**src/rtl/wb_port_arbiter.sv**
```systemverilog
// rtl/wb_port_arbiter.sv - round-robin register-file write-port arbiter with pending-write scoreboard
module wb_port_arbiter #(
    parameter int NUM_REQ = 3,
    parameter int XLEN    = 32,
    parameter int RW      = 5
) (
    input  logic                    clk,
    input  logic                    reset,
    input  logic [NUM_REQ-1:0]      req_valid,
    output logic [NUM_REQ-1:0]      req_ready,
    input  logic [NUM_REQ*RW-1:0]   req_rd,
    input  logic [NUM_REQ*XLEN-1:0] req_data,
    input  logic                    mark_valid,
    input  logic [RW-1:0]           mark_rd,
    output logic                    wen,
    output logic [RW-1:0]           waddr,
    output logic [XLEN-1:0]         wdata,
    output logic [(2**RW)-1:0]      pending
);

    localparam int PW   = (NUM_REQ > 1) ? $clog2(NUM_REQ) : 1;
    localparam int NREG = 2 ** RW;

    logic [PW-1:0]      ptr;
    logic [PW-1:0]      grant_idx;
    logic               grant_any;
    logic [NUM_REQ-1:0] grant_vec;
    logic [RW-1:0]      grant_rd;
    logic [XLEN-1:0]    grant_data;
    logic [NREG-1:0]    pending_next;

    // Requester index base+off, wrapped into 0..NUM_REQ-1.
    function automatic logic [PW-1:0] wrap_add(input logic [PW-1:0] base, input int off);
        int s;
        s = int'(base) + off;
        if (s >= NUM_REQ) s = s - NUM_REQ;
        return PW'(s);
    endfunction

    // Pick the first valid requester at or after the round-robin pointer.
    always_comb begin
        grant_any = 1'b0;
        grant_idx = '0;
        grant_vec = '0;
        for (int k = 0; k < NUM_REQ; k++) begin
            if (!grant_any && req_valid[wrap_add(ptr, k)]) begin
                grant_any = 1'b1;
                grant_idx = wrap_add(ptr, k);
            end
        end
        grant_vec[grant_idx] = grant_any;
        grant_rd   = req_rd[int'(grant_idx)*RW +: RW];
        grant_data = req_data[int'(grant_idx)*XLEN +: XLEN];
    end

    // No handshakes complete while reset is held.
    assign req_ready = reset ? '0 : grant_vec;

    // Scoreboard next state: the completing write clears, a new issue sets (set wins), x0 never pends.
    always_comb begin
        pending_next = pending;
        if (grant_any) pending_next[grant_rd] = 1'b0;
        if (mark_valid && (mark_rd != '0)) pending_next[mark_rd] = 1'b1;
        pending_next[0] = 1'b0;
    end

    // Registered write port, pointer advance and scoreboard update.
    always_ff @(posedge clk) begin
        if (reset) begin
            ptr     <= '0;
            wen     <= 1'b0;
            waddr   <= '0;
            wdata   <= '0;
            pending <= '0;
        end else begin
            pending <= pending_next;
            if (grant_any) begin
                ptr   <= wrap_add(grant_idx, 1);
                wen   <= (grant_rd != '0);
                waddr <= grant_rd;
                wdata <= grant_data;
            end else begin
                wen <= 1'b0;
            end
        end
    end

endmodule

```
**config.mk**
```make
export PLATFORM = sky130hd
export DESIGN_NAME = wb_port_arbiter
export DESIGN_NICKNAME = d
export VERILOG_FILES = /design/src/rtl/wb_port_arbiter.sv
export SDC_FILE = /design/constraint.sdc
export NUM_CORES = 1
export LEC_CHECK = 0
export ABC_AREA = 1
export BUFFER_PORTS_ARGS = -buffer_cell sky130_fd_sc_hd__buf_2
export CORE_UTILIZATION = 46
export CTS_CLUSTER_SIZE = 20
export DETAILED_ROUTE_END_ITERATION = 8
export GPL_TIMING_DRIVEN = 0
export HOLD_SLACK_MARGIN = 0.15
export MAX_ROUTING_LAYER = met4
export PLACE_DENSITY = 0.92
export SLEW_MARGIN = 20
export SYNTH_ARGS = -nofsm -noshare
export SYNTH_HDL_FRONTEND = slang
export SYNTH_SLANG_ARGS = --single-unit
```
**constraint.sdc**
```tcl
create_clock -name clk -period 3.3 [get_ports clk]
set_clock_uncertainty 0.15 [all_clocks]
set_input_delay 0 -clock clk [delete_from_list [all_inputs] [get_ports clk]]
set_output_delay 0 -clock clk [all_outputs]
set_load 0.05 [all_outputs]
```
# == After elaboration in Yosys (flattened, before gate mapping) ==
# Index checks and enable logic that the tools add are counted.
# word_totals
register_bits,72
inputBits,122
out_inout_bits,73
# classes
n_addsub,7
multipliers,1
magnitude_cmp,13
shift,2
n_mux,25
n_bitwise,5
reduce_logical,11
# ops
op,count
variable part select 96 x 8 -> 32 bit,1
2-to-1 mux 32 bit,2
bitwise AND 32 bit,1
NOT 32 bit,1
bitwise OR 32 bit,1
variable part select 15 x 6 -> 5 bit,1
2-to-1 mux 2 bit,7
"less-than comparator 2 x 3 -> 1 bit, second input constant",4
"less-than comparator 5 x 6 -> 1 bit, second input constant",2
demux 1 bit (select 5 bit),2
"greater-or-equal comparator 5 x 1 -> 1 bit, second input constant",2
nonzero test 5 bit,2
"greater-or-equal comparator 3 x 2 -> 1 bit, second input constant",3
2-to-1 mux 1 bit,9
"subtractor 2 bit, second input constant",4
"adder 2 x 1 -> 3 bit, second input constant",2
binary-select mux 1 bit (select 2 bit),3
logical AND 1 bit,6
"multiplier 2 x 3 -> 5 bit, second input constant",1
"adder 2 x 2 -> 3 bit, second input constant",1
bitwise AND 3 bit,1
2-to-1 mux 3 bit,1
demux 1 bit (select 2 bit),1
"greater-or-equal comparator 2 x 1 -> 1 bit, second input constant",1
other kinds (4),5

# == Depth between registers and ports, before layout ==
# depth
depth_word,22
depth_mapped,20
depth_no_buf,19

# == Least setup slack after synthesis ==
# No wires, ideal clock.
# synth_path
path_type,register to output
from,register ptr[0]
to,output port req_ready[2]
t_arrival_ps,2589
required_time_ps,3150
path_slack_ps,561
stages_incl_launch_ff,13
n_path_buf,2
path_cell_list,dfxtp_1 -> inv_1 -> ha_1 -> inv_2 -> nand3_1 -> nand2_2 -> nand4_1 -> nand3_2 -> buf_4 -> clkbuf_1 -> ha_1 -> inv_1 -> nor2_1
# synth_via
elab_chain_len,17
word_cells_on_any_way,34
classes_between,add/sub (5); order compare (5); mux (18); bitwise (1); reduce/logical (5)
# synth_rtl
element,line_no,source
"start, declared",24,logic [PW-1:0] ptr;
"start signal, assigned",78,"ptr <= wrap_add(grant_idx, 1);"
branches (longest 15 deep; another with adder 2 x 1 -> 3 bit),n/a,
bitwise AND 3 bit (no source line) *,n/a,
2-to-1 mux 3 bit *,57,assign req_ready = reset ? '0 : grant_vec;
"end, declared",10,"output logic [NUM_REQ-1:0] req_ready,"
# Mark *: on every way between the ends. The select of a mux whose other input is x is not followed.

# == Final worst setup path ==
# layout_path
from,register ptr[1]
to,register pending[5]
# layout_via
elab_chain_len,22
word_cells_on_any_way,39
classes_between,add/sub (5); mul (1); order compare (5); shift (1); mux (19); bitwise (3); reduce/logical (5)
# layout_rtl
element,line_no,source
branches (longest 19 deep; another with multiplier 2 x 3 -> 5 bit),n/a,
2-to-1 mux 32 bit *,62,if (grant_any) pending_next[grant_rd] = 1'b0;
bitwise OR 32 bit (no source line),n/a,
2-to-1 mux 32 bit *,63,if (mark_valid && (mark_rd != '0)) pending_next[mark_rd] = 1'b1;
"end signal, assigned",76,pending <= pending_next;
"end, declared",18,output logic [(2**RW)-1:0] pending
# Marks and branches as above.
# A chain may end at the register's enable or synchronous reset.

==> flow_summary.yaml <==
status:
  status: "completed"
route:
  ant_nets: 0
  vias_per_cell: 5.65
  drt_pass1_iterations: 5
  drc_errors: 0
  drtIter0Drc: 312
  routed_wl_um: 15800
  wl_per_cell_um: 16.5
  via_count: 5423
critical_path:
  startpoint_type: "flip-flop"
  path_max_fanout: 10
  worstPathRequired_ps: 3390
  crit_type: "reg2reg"
  crit_arrival_ps: 3280
  endpoint_kind: "flip-flop"
die:
  die_y_um: 92.9
  ioPinCount: 195
  start_util_pct: 48.4
  num_rows: 32
  fp.coreArea_um2: 7850
  die_w_um: 92.9
  dieArea_um2: 8630
synthesis:
  ys_types: 30
  synthCells: 549
  synthesis.nets: 676
  yosysTopAreaCellShare_pct: 37.4
  synthFlopType: "dfxtp_1"
  yosysWarnings: 0
  synthesis.area_um2: 3800
  synth_edf_count: 0
  synthArstFlopShare_pct: 0
  ys_top_cells_by_area: "dfxtp_1 37%, nand2_1 20%, a21oi_1 4.9%, a41oi_1 4.4%, nand3_1 4.3%"
  ys_ff_latch: 71
  syn_area_per_cell_um2: 6.92
  synth_top_cell_by_area: "dfxtp_1"
  synth-seq-area-share_pct: 37.4
placement:
  place_area_um2: 4890
  place_ws_ps: 494
  dp_cells: 843
  hpwl_um: 9660
  portBuffers: 192
  gp_congestion: 0.958
timing:
  fin_crit_sh_pct: 96.6
  whs_ps: 162
  layout_min_cycle_time_ps: 3190
  setup_slack_ps: 111
  setup_violations: 0
  maxSlewHeadroom_pct: 58.1
  rsz0062_at_grt: "true"
  slew_violations: 0
  tns_ps: 0
  tightest_slew_ps: 626
  hold_viol_final: 0
  fmax_mhz: 314
clocking:
  cts_tree: "done"
  cts_buffer_depth: 2
  worstSkewPairLatency_ps: 360
  root_buffer: "clkbuf_8"
  numCtsBuffers: 9
  htreeDepth: 3
  path_clk_slew_ps: 70
  clkSinkCount: 71
global_routing:
  overflow: 0
  grt_pass1_wl_um: 24400
  grt_max_degree: 14
  antenna_found_initial: 0
  grt_use_total_pct: 36.9
  grt_pass1_vias: 5369
layout:
  n_fill_cell: 516
  utilization_pct: 78.4
  finalNonFillerCells: 960
  diodes: 0
  syn_to_final_growth_pct: 62.0
  drive_gt1_share_pct: 31.9
  nets: 980
  design_area_um2: 6150
power_and_ir_drop:
  p_sw_mw: 4.01
  power_mw: 7.34
  p_int_mw: 3.32
  vdd_ir_drop_max_mv: 0.950
  power_density_nw_per_um2: 1190
  p_leak_nw: 3.01
  swShare_pct: 54.7
  pwr-share-seq_pct: 16.4
  power_frac_comb_pct: 73.7
  clkPwrFrac_pct: 9.9
run:
  drv_cap: 0
worst_hold_path:
  hp-class: "in2reg"
-- logic make-up after synthesis --
| logic type | share of synthesized area, % |
|---|---|
| AO/OA/AOI/OAI | 17.5 |
| adder cells (fa/ha/maj) | 1.65 |
| flip-flops | 37.4 |
| other | 0.0987 |
| buffers and inverters | 7.21 |
| AND/OR/NAND/NOR | 36.1 |
-- registers in the layout (all words and copies together) (netlist names) --
register and cells:
pending 31, ptr 2, waddr 5, wen 1
wdata 32
-- final timing paths --
kind	startpoint	end	slack [ps]	depth (start not counted)
min	req_rd[4]	waddr[4]	160	7
max reg2reg	ptr[1]	pending[5]	110	20
min reg2reg	pending[1]	pending[1]	310	2
max	ptr[1]	pending[5]	110	20
-- power groups by stage --
stage / registers [mW] / clock network, mW / logic (mW)
floorplan: 1.82 / 0 / 2.63
global placement: 1.20 / 0 / 4.17
detailed placement: 1.20 / 0 / 4.28
CTS: 1.19 / 0.725 / 4.87
global route: 1.22 / 0.764 / 5.80
finish: 1.21 / 0.724 / 5.41
-- cell usage in the layout (no fill, tap or decap), drive strengths merged --
cell type,n
nand2,211
a41oi,19
o211ai,3
nand3,42
clkinv,1
dlygate4sd3,95
clkbuf,27
o21ai,34
clkinvlp,2
buf,208
conb,1
inv,43
nand4,18
a21oi,37
ha,5
bufinv,1
a22o,13
or2,1
nor2,20
nor3,6
dfxtp,71
-- synth_stat cells, types with 3 or more instances --
library cell	number
dfxtp_1	71
nand2_2	6
nand2_4	3
o21ai_0	21
a22o_1	13
clkbuf_1	16
buf_2	6
inv_1	29
o211ai_1	3
nor2_4	4
nand3_2	9
a41oi_1	19
nand4_1	17
a21oi_1	37
nor3_1	5
buf_4	3
nor2_1	13
inv_2	12
nand2_1	202
ha_1	5
nand3_1	33
o21ai_1	11
-- cell type report --
class,instances,area (um^2),area share (%)
multi-input combinational,410,2160,35.1
buffer,27,126,2.05
sequential,71,1420,23.1
inverter,41,156,2.54
clock buffer,10,138,2.24
tap,102,128,2.07
clock inverter,6,67.6,1.10
timing repair buffer,293,1960,31.8
-- critical path: stages, from the launching register on --
cell and delay, ps:
dfxtp_2 380, inv_1 50, ha_1 170, buf_4 170, nand2_1 80, nand3_2 90
nand2_4 130, nand2_1 70, nand2_1 100, nand2_4 100, nand2_8 120, nand2_1 60
nand2_1 90, nand2_1 100, nand2_4 110, nand2_2 80, nor2_4 210, nand2_1 90
nand2_1 70, a21oi_1 60, dlygate4sd3_1 570
-- layer usage --
| layer | wire [um] | vias up | track usage (%) |
|---|---|---|---|
| met4 | 901 | 0 | 24.9 |
| met5 | 0 | - | - |
| met3 | 1240 | 95 | 4.93 |
| met2 | 7760 | 361 | 62.8 |
| met1 | 5900 | 2511 | 40.1 |
| li1 | - | 2456 | - |
-- what timing repair did --
item                                   in CTS  in global routing
hold buffers                               96                  0
setup endpoints to repair                   0                 37
setup buffers                               0                  6
resized for setup                           0                 19
endpoints found under the hold margin      69                  0
No activity file was read; power rests on OpenSTA's default activity.
